===== src/rtl/adc_sampler.sv =====
// ADC acquisition front end: one DRP read per end-of-conversion, runtime decimation, 8-bit output.
// Define ADC_AVG_EN to output a 4-conversion moving sum instead of plain truncation (+1 cycle).
module adc_sampler #(
   parameter logic [6:0]  DADDR       = 7'h03,
   parameter int unsigned DIV_W       = 16,
   parameter int unsigned RDY_TIMEOUT = 32
) (
   input  logic             clk,
   input  logic             rst,
   input  logic             enable,
   input  logic [DIV_W-1:0] timebase,
   input  logic             adc_eoc,
   output logic             adc_den,
   output logic [6:0]       adc_daddr,
   input  logic             adc_drdy,
   input  logic [15:0]      adc_do,
   output logic [7:0]       data_input,
   output logic             data_valid,
   output logic             overrun,
   output logic             timeout
);

   localparam int unsigned CntW = (RDY_TIMEOUT > 1) ? $clog2(RDY_TIMEOUT) : 1;
   localparam logic [CntW-1:0] RdyLast = CntW'(RDY_TIMEOUT - 1);

   typedef enum logic [2:0] {
      StIdle,
      StWaitEoc,
      StWaitRdy,
      StDecide
`ifdef ADC_AVG_EN
      , StSum
`endif
   } state_e;

   state_e           state_q;
   logic [CntW-1:0]  rdy_cnt_q;
   logic [DIV_W-1:0] decim_cnt_q;
   logic [7:0]       sample_q;
   logic             drop_q;

`ifdef ADC_AVG_EN
   logic [3:0][11:0] hist_q;
   logic [13:0]      hist_sum;
   logic             unused_do_lsb;

   assign hist_sum = 14'(hist_q[0]) + 14'(hist_q[1]) + 14'(hist_q[2]) + 14'(hist_q[3]);
   assign unused_do_lsb = ^adc_do[3:0];
`else
   logic             unused_do_lsb;

   assign unused_do_lsb = ^adc_do[7:0];
`endif

   assign adc_daddr = DADDR;

   always_ff @(posedge clk or negedge rst) begin
      if (!rst) begin
         state_q     <= StIdle;
         adc_den     <= 1'b0;
         data_input  <= 8'h00;
         data_valid  <= 1'b0;
         overrun     <= 1'b0;
         timeout     <= 1'b0;
         decim_cnt_q <= '0;
         rdy_cnt_q   <= '0;
         sample_q    <= 8'h00;
         drop_q      <= 1'b0;
`ifdef ADC_AVG_EN
         hist_q      <= '0;
`endif
      end else begin
         adc_den    <= 1'b0;
         data_valid <= 1'b0;
         unique case (state_q)
            StIdle: begin
               decim_cnt_q <= '0;
               overrun     <= 1'b0;
               timeout     <= 1'b0;
               drop_q      <= 1'b0;
`ifdef ADC_AVG_EN
               hist_q      <= '0;
`endif
               if (enable) state_q <= StWaitEoc;
            end
            StWaitEoc: begin
               if (!enable) begin
                  state_q <= StIdle;
               end else if (adc_eoc) begin
                  adc_den   <= 1'b1;
                  rdy_cnt_q <= '0;
                  drop_q    <= 1'b0;
                  state_q   <= StWaitRdy;
               end
            end
            StWaitRdy: begin
               if (adc_eoc) overrun <= 1'b1;
               // Remember a disable seen mid-read so the result is discarded on completion
               if (!enable) drop_q <= 1'b1;
               if (adc_drdy) begin
`ifdef ADC_AVG_EN
                  hist_q <= {hist_q[2:0], adc_do[15:4]};
`else
                  sample_q <= adc_do[15:8];
`endif
                  if (!enable || drop_q) begin
                     state_q <= StIdle;
                  end else begin
`ifdef ADC_AVG_EN
                     state_q <= StSum;
`else
                     state_q <= StDecide;
`endif
                  end
               end else if (rdy_cnt_q == RdyLast) begin
                  timeout <= 1'b1;
                  state_q <= (!enable || drop_q) ? StIdle : StWaitEoc;
               end else begin
                  rdy_cnt_q <= rdy_cnt_q + 1'b1;
               end
            end
`ifdef ADC_AVG_EN
            StSum: begin
               if (adc_eoc) overrun <= 1'b1;
               sample_q <= hist_sum[13:6];
               state_q  <= StDecide;
            end
`endif
            StDecide: begin
               if (adc_eoc) overrun <= 1'b1;
               // >= lets a lowered timebase take effect on the very next conversion
               if (decim_cnt_q >= timebase) begin
                  data_input  <= sample_q;
                  data_valid  <= 1'b1;
                  decim_cnt_q <= '0;
               end else begin
                  decim_cnt_q <= decim_cnt_q + 1'b1;
               end
               state_q <= enable ? StWaitEoc : StIdle;
            end
            default: state_q <= StIdle;
         endcase
      end
   end

endmodule

===== config.mk =====
export PLATFORM = sky130hd
export DESIGN_NAME = adc_sampler
export DESIGN_NICKNAME = d
export VERILOG_FILES = /design/src/rtl/adc_sampler.sv
export SDC_FILE = /design/constraint.sdc
export NUM_CORES = 1
export LEC_CHECK = 0
export BUFFER_PORTS_ARGS = -buffer_cell sky130_fd_sc_hd__buf_2
export CORE_ASPECT_RATIO = 0.6
export CORE_MARGIN = 2
export CORE_UTILIZATION = 59
export CTS_BUF_LIST = sky130_fd_sc_hd__clkbuf_4 sky130_fd_sc_hd__clkbuf_8 sky130_fd_sc_hd__clkbuf_16
export CTS_CLUSTER_DIAMETER = 50
export CTS_CLUSTER_SIZE = 12
export DETAILED_ROUTE_END_ITERATION = 8
export GPL_TIMING_DRIVEN = 0
export PLACE_DENSITY = 0.87
export SETUP_SLACK_MARGIN = 0.5
export SLEW_MARGIN = 20
export SYNTH_ARGS = -nofsm -noshare
export SYNTH_HDL_FRONTEND = slang
export SYNTH_SLANG_ARGS = --single-unit

===== constraint.sdc =====
create_clock -name clk -period 4.55 [get_ports clk]
set_input_delay 0.6825 -clock clk [delete_from_list [all_inputs] [get_ports clk]]
set_output_delay 0.6825 -clock clk [all_outputs]
set_load 0.02 [all_outputs]

Word-level counts from Yosys, hierarchy flattened --
Index checks and enable logic that the tools add are counted. W data, S select, Z words.
Word-level totals: word-level logic and storage cells 73, flip-flop bits (word level) 45, output and inout bits 19, bits of input ports 37
Cells by class: $add $sub $neg 2, equality and inequality tests 14, reduce and logical (&&, ||, !) cells 16, mux-type cells 30, $lt $le $gt $ge 1
Operators by type and width (count):
- $pmux W16 S2 | 1
- $mux W5 | 4
- $add A16 B1 Y16 const B | 1
- $ge A16 B16 Y1 | 1
- $mux W16 | 1
- $mux W3 | 5
- $ne A2 B2 Y1 const B | 7
- $mux W1 | 13
- $pmux W3 S4 | 1
- $pmux W5 S2 | 1
- $reduce_bool A2 Y1 | 4
- $eq A3 B2 Y1 const B | 2
- $ne A3 B3 Y1 const B | 2
- $reduce_and A2 Y1 | 3
- $reduce_and A3 Y1 | 2
- $add A5 B1 Y5 const B | 1
- $eq A5 B5 Y1 const B | 1
- $reduce_and A5 Y1 | 1
- $pmux W1 S2 | 2
- $reduce_and A4 Y1 | 1
- $eq A3 B1 Y1 const B | 1
- $logic_not A3 Y1 | 1
- $pmux W1 S3 | 1
- $reduce_bool A3 Y1 | 1
- other kinds (5) | 5

Longest topological paths before layout --
depth in word-level cells 6, mapped depth 9, mapped depth without buffers 8

Worst setup path after synthesis --
Ideal clock, no wire load.
kind input port to flip-flop, from in timebase[11], to reg data_input[0], stages 7, path buffers 0, slack 2.202 ns, setup time 0.125 ns, required time 4.425 ns, arrival 2.223 ns, path through inv_1 ha_1 nand4_1 a211oi_2 a31oi_4 a21boi_4 mux2_4
On the way: cells in the longest elaborated chain, start to end 2
Ends and longest elaborated chain:
- from (decl) | RTL line 11 | input logic [DIV_W-1:0] timebase,
- $ge A16 B16 Y1 | RTL line 132 | if (decim_cnt_q >= timebase) begin
- $reduce_and A2 Y1 (no line)
- to (signal assigned) | RTL line 133 | data_input <= sample_q;
- to (decl) | RTL line 17 | output logic [7:0] data_input,
Every way passes these cells. A chain may end at the register's enable or synchronous reset.

Final worst setup path --
from reg state_q[0], to reg decim_cnt_q[10]
On the way: cells in the longest elaborated chain, start to end 2, elaborated cells between the ends (all ways) 4, those cells by class 1 x eq/ne; 1 x mux; 2 x reduce/logical
Ends and longest elaborated chain:
- from (decl) | RTL line 36 | state_e state_q;
- from (signal assigned) | RTL line 59 | state_q <= StIdle;
- from (signal assigned) | RTL line 84 | if (enable) state_q <= StWaitEoc;
- from (signal assigned) | RTL line 88 | state_q <= StIdle;
- $eq A3 B2 Y1 / $logic_not A3 Y1 (equally long branches) | RTL line 75 | unique case (state_q)
- $pmux W16 S2 / $reduce_bool A2 Y1 (equally long branches)
- to (signal assigned) | RTL line 137 | decim_cnt_q <= decim_cnt_q + 1'b1;
- to (decl) | RTL line 38 | logic [DIV_W-1:0] decim_cnt_q;
Several ways; a longest one is shown, not always the timed one.

==> impl_metrics.tcl <==
set metrics [dict create \
    grt_max_degree 45 \
    synth_compound_area_share_pct 15.7 \
    clkTransAtPathRegs_ps 90 \
    slew_headroom_pct 37.1 \
    multi_input_area_sq_um 1380 \
    path_max_fanout 10 \
    first_iter_violations 224 \
    synth_top_family_by_area "compound AO/OA/AOI/OAI gates" \
    drt_first_pass_iters 5 \
    ys_async_sr_fraction_pct 100 \
    htree_levels 2 \
    synth_area_sq_um 2650 \
    setup_violations 0 \
    synth_top_area_cell "dfrtp_1" \
    drive_above_1_share_pct 26.0 \
    die_h_um 55.9 \
    holdPathEnd "rdy_cnt_q[3]" \
    area_growth_pct 15.5 \
    register_area_sq_um 1100 \
    detail-route-antenna-nets 0 \
    critPathCaptureType "flip-flop" \
    finalWorstSetupSlack_ps 1960 \
    yosys.area_share.xor_xnor_pct 0.662 \
    grt_pass1_vias 2116 \
    yosys-mux-area-fraction_pct 8.75 \
    clock_latency_ps 310 \
    cts_buffer_depth 2 \
    worstSetupStartpointType "flip-flop" \
    yosysWarnings 0 \
    routed_wl_um 6110 \
    synth_fa_ha_area_share_pct 10.9 \
    cts_tree "done" \
    skew_ps 10.6 \
    gp_congestion 0.908 \
    cts_buffers 5 \
    yosysUniqueCellTypes 45 \
    fmax_ghz 0.385 \
    final_nets 378 \
    vias 2253 \
    overflow 0 \
    hold_class "reg -> reg" \
    ys_ff_latch 44 \
    cts_resized 0 \
    setup_tns_ps 0 \
    holdPathStages 1 \
    seq_area_frac_synth_pct 41.6 \
    reg2reg_setup_slack_ps 1960 \
    finalCritPeriodShare_pct 57.0 \
    critPathKind "reg -> reg" \
    mostFrequentLayoutCell "buf_2" \
    hold_viol_final 0 \
    min_period_ps 2590 \
    die_w_um 90.5 \
    portBuffers 40 \
    track_usage_pct 25.5 \
    r2r_start "state_q[0]" \
    core_sq_um 4210 \
    rsz0062_at_grt "no" \
    whs_ps 487 \
    crit_required_ps 4770 \
    drc 0 \
    rows 18 \
    p_leak_nw 1.52 \
    synth_flop_cell "dfrtp_1" \
    io_pins 56 \
    postCtsHoldBufs 0 \
    pre_cts_slack_ps 1840 \
    die_area_sq_um 5050 \
    fill_cells 304 \
    synthSimpleGateAreaFrac_pct 15.2 \
    hp-start "rdy_cnt_q[3]" \
    post_cts_buffers 0 \
    crit_arrival_ps 2810 \
    avgRoutedWirePerCell_um 16.1 \
    grt_pass1_wl_um 10300 \
    worst_r2r_endpoint "decim_cnt_q[10]" \
    clock_sinks 44 \
    grt_antenna_before_repair 0 \
    synth_top_area_share_pct 41.6 \
    rr_worst_depth 9 \
    layout_common_cells "buf_2, dfrtp_1, nand2_1" \
    synth_edf_count 0 \
    final_util_pct 72.5 \
    slew_viol_final 0 \
    syn_inst 266 \
    vias_per_cell 5.94 \
    avgSynthCellArea_sq_um 9.95 \
    start_util_pct 62.8 \
    status "completed" \
    p_per_area_nw_per_um2 378 \
    max-vdd-ir-drop_uv 222 \
    synth_area_leaders "dfrtp_1, ha_1, mux2_4" \
    dpl.hpwl_um 4200 \
    tightest_slew_ps 944 \
    cts_root_buffer "clkbuf_8" \
    drv_cap 0 \
    num_antenna_cells 0 \
]
==> critical path, stage by stage, from the launching register on <==
cell and delay, ps:
dfrtp_1 430, inv_1 100, ha_1 300, buf_2 200, clkinv_1 220, nand2_1 100, nor4_2 360, clkbuf_1 430
nand3b_1 140, a31oi_1 240
==> kinds of logic after synthesis <==
| kind of cell | count (synthesis) |
|---|---|
| adders and majority gates | 23 |
| DFF | 44 |
| other | 2 |
| buffers and inverters | 40 |
| and+or+nand+nor | 76 |
| xor gates and xnor gates | 2 |
| AOI/OAI and AO/OA | 61 |
| muxes | 18 |
==> worst max-delay path by stage <==
| stage | cells past startpoint | start | endpoint | slack (ps) |
|---|---|---|---|---|
| floorplan | 7 | timebase[11] | data_input[0] | 2200 |
| global placement | 9 | timebase[15] | decim_cnt_q[12] | 1870 |
| detailed placement | 8 | timebase[15] | data_input[0] | 1840 |
| CTS | 9 | state_q[0] | decim_cnt_q[10] | 2040 |
| global route | 9 | state_q[0] | decim_cnt_q[10] | 1800 |
| finish | 9 | state_q[0] | decim_cnt_q[10] | 1960 |
==> registers in the layout, summed over array words and instances, names as in the netlist <==
| register | count |
|---|---|
| decim_cnt_q | 16 |
| data_input | 8 |
| sample_q | 8 |
| rdy_cnt_q | 5 |
| state_q | 2 |
| adc_den | 1 |
| data_valid | 1 |
| drop_q | 1 |
| overrun | 1 |
| timeout | 1 |
==> metrics by stage <==
| step | cell area, sq um | total power [mW] | std cells |
|---|---|---|---|
| 6_report | 3060 | 1.15 | 379 |
| 5_1_grt | 3060 | 1.21 | 379 |
| 4_1_cts | 3060 | 1.15 | 379 |
| 3_5_place_dp | 2940 | 0.833 | 371 |
| 3_3_place_gp | 2940 | 0.812 | 371 |
| 2_1_floorplan | 2670 | 0.728 | 271 |
==> power breakdown <==
| part | leakage, nW | internal, mW | switching, mW |
|---|---|---|---|
| combinational | 0.867 | 0.129 | 0.213 |
| clock | 0.0548 | 0.165 | 0.148 |
| sequential | 0.593 | 0.453 | 0.0464 |
==> cell usage after synthesis (3+ instances only) <==
library cell / instances
a21oi_1: 9
nand4_1: 5
mux2_4: 8
and3_1: 5
ha_1: 23
and2_1: 3
o21ai_1: 6
buf_4: 7
buf_2: 5
inv_1: 25
nand3b_1: 6
nand3_1: 8
nor2_1: 8
o21ai_0: 12
mux2_2: 9
a31oi_1: 16
nor3_1: 4
o211ai_1: 4
dfrtp_1: 44
nand2_1: 26
==> per-layer routing <==
metal	global-route usage (%)	share of wire (%)	up-vias
met1	34.7	43	1055
met3	6.10	8.2	31
met2	40.4	45	121
met4	9.01	3.5	0
met5	0	0	-
li1	-	-	1046
==> layout make-up <==
| class | count | share of cell area, % |
|---|---|---|
| repair buffers | 40 | 6.55 |
| clock buffers | 5 | 2.25 |
| multi-input cells | 187 | 45.2 |
| clock inverters | 3 | 1.52 |
| inverters | 26 | 3.19 |
| flip-flops and latches | 44 | 36.0 |
| plain buffers | 14 | 2.78 |
| well taps | 60 | 2.46 |
Power figures use the tool's default switching activity.
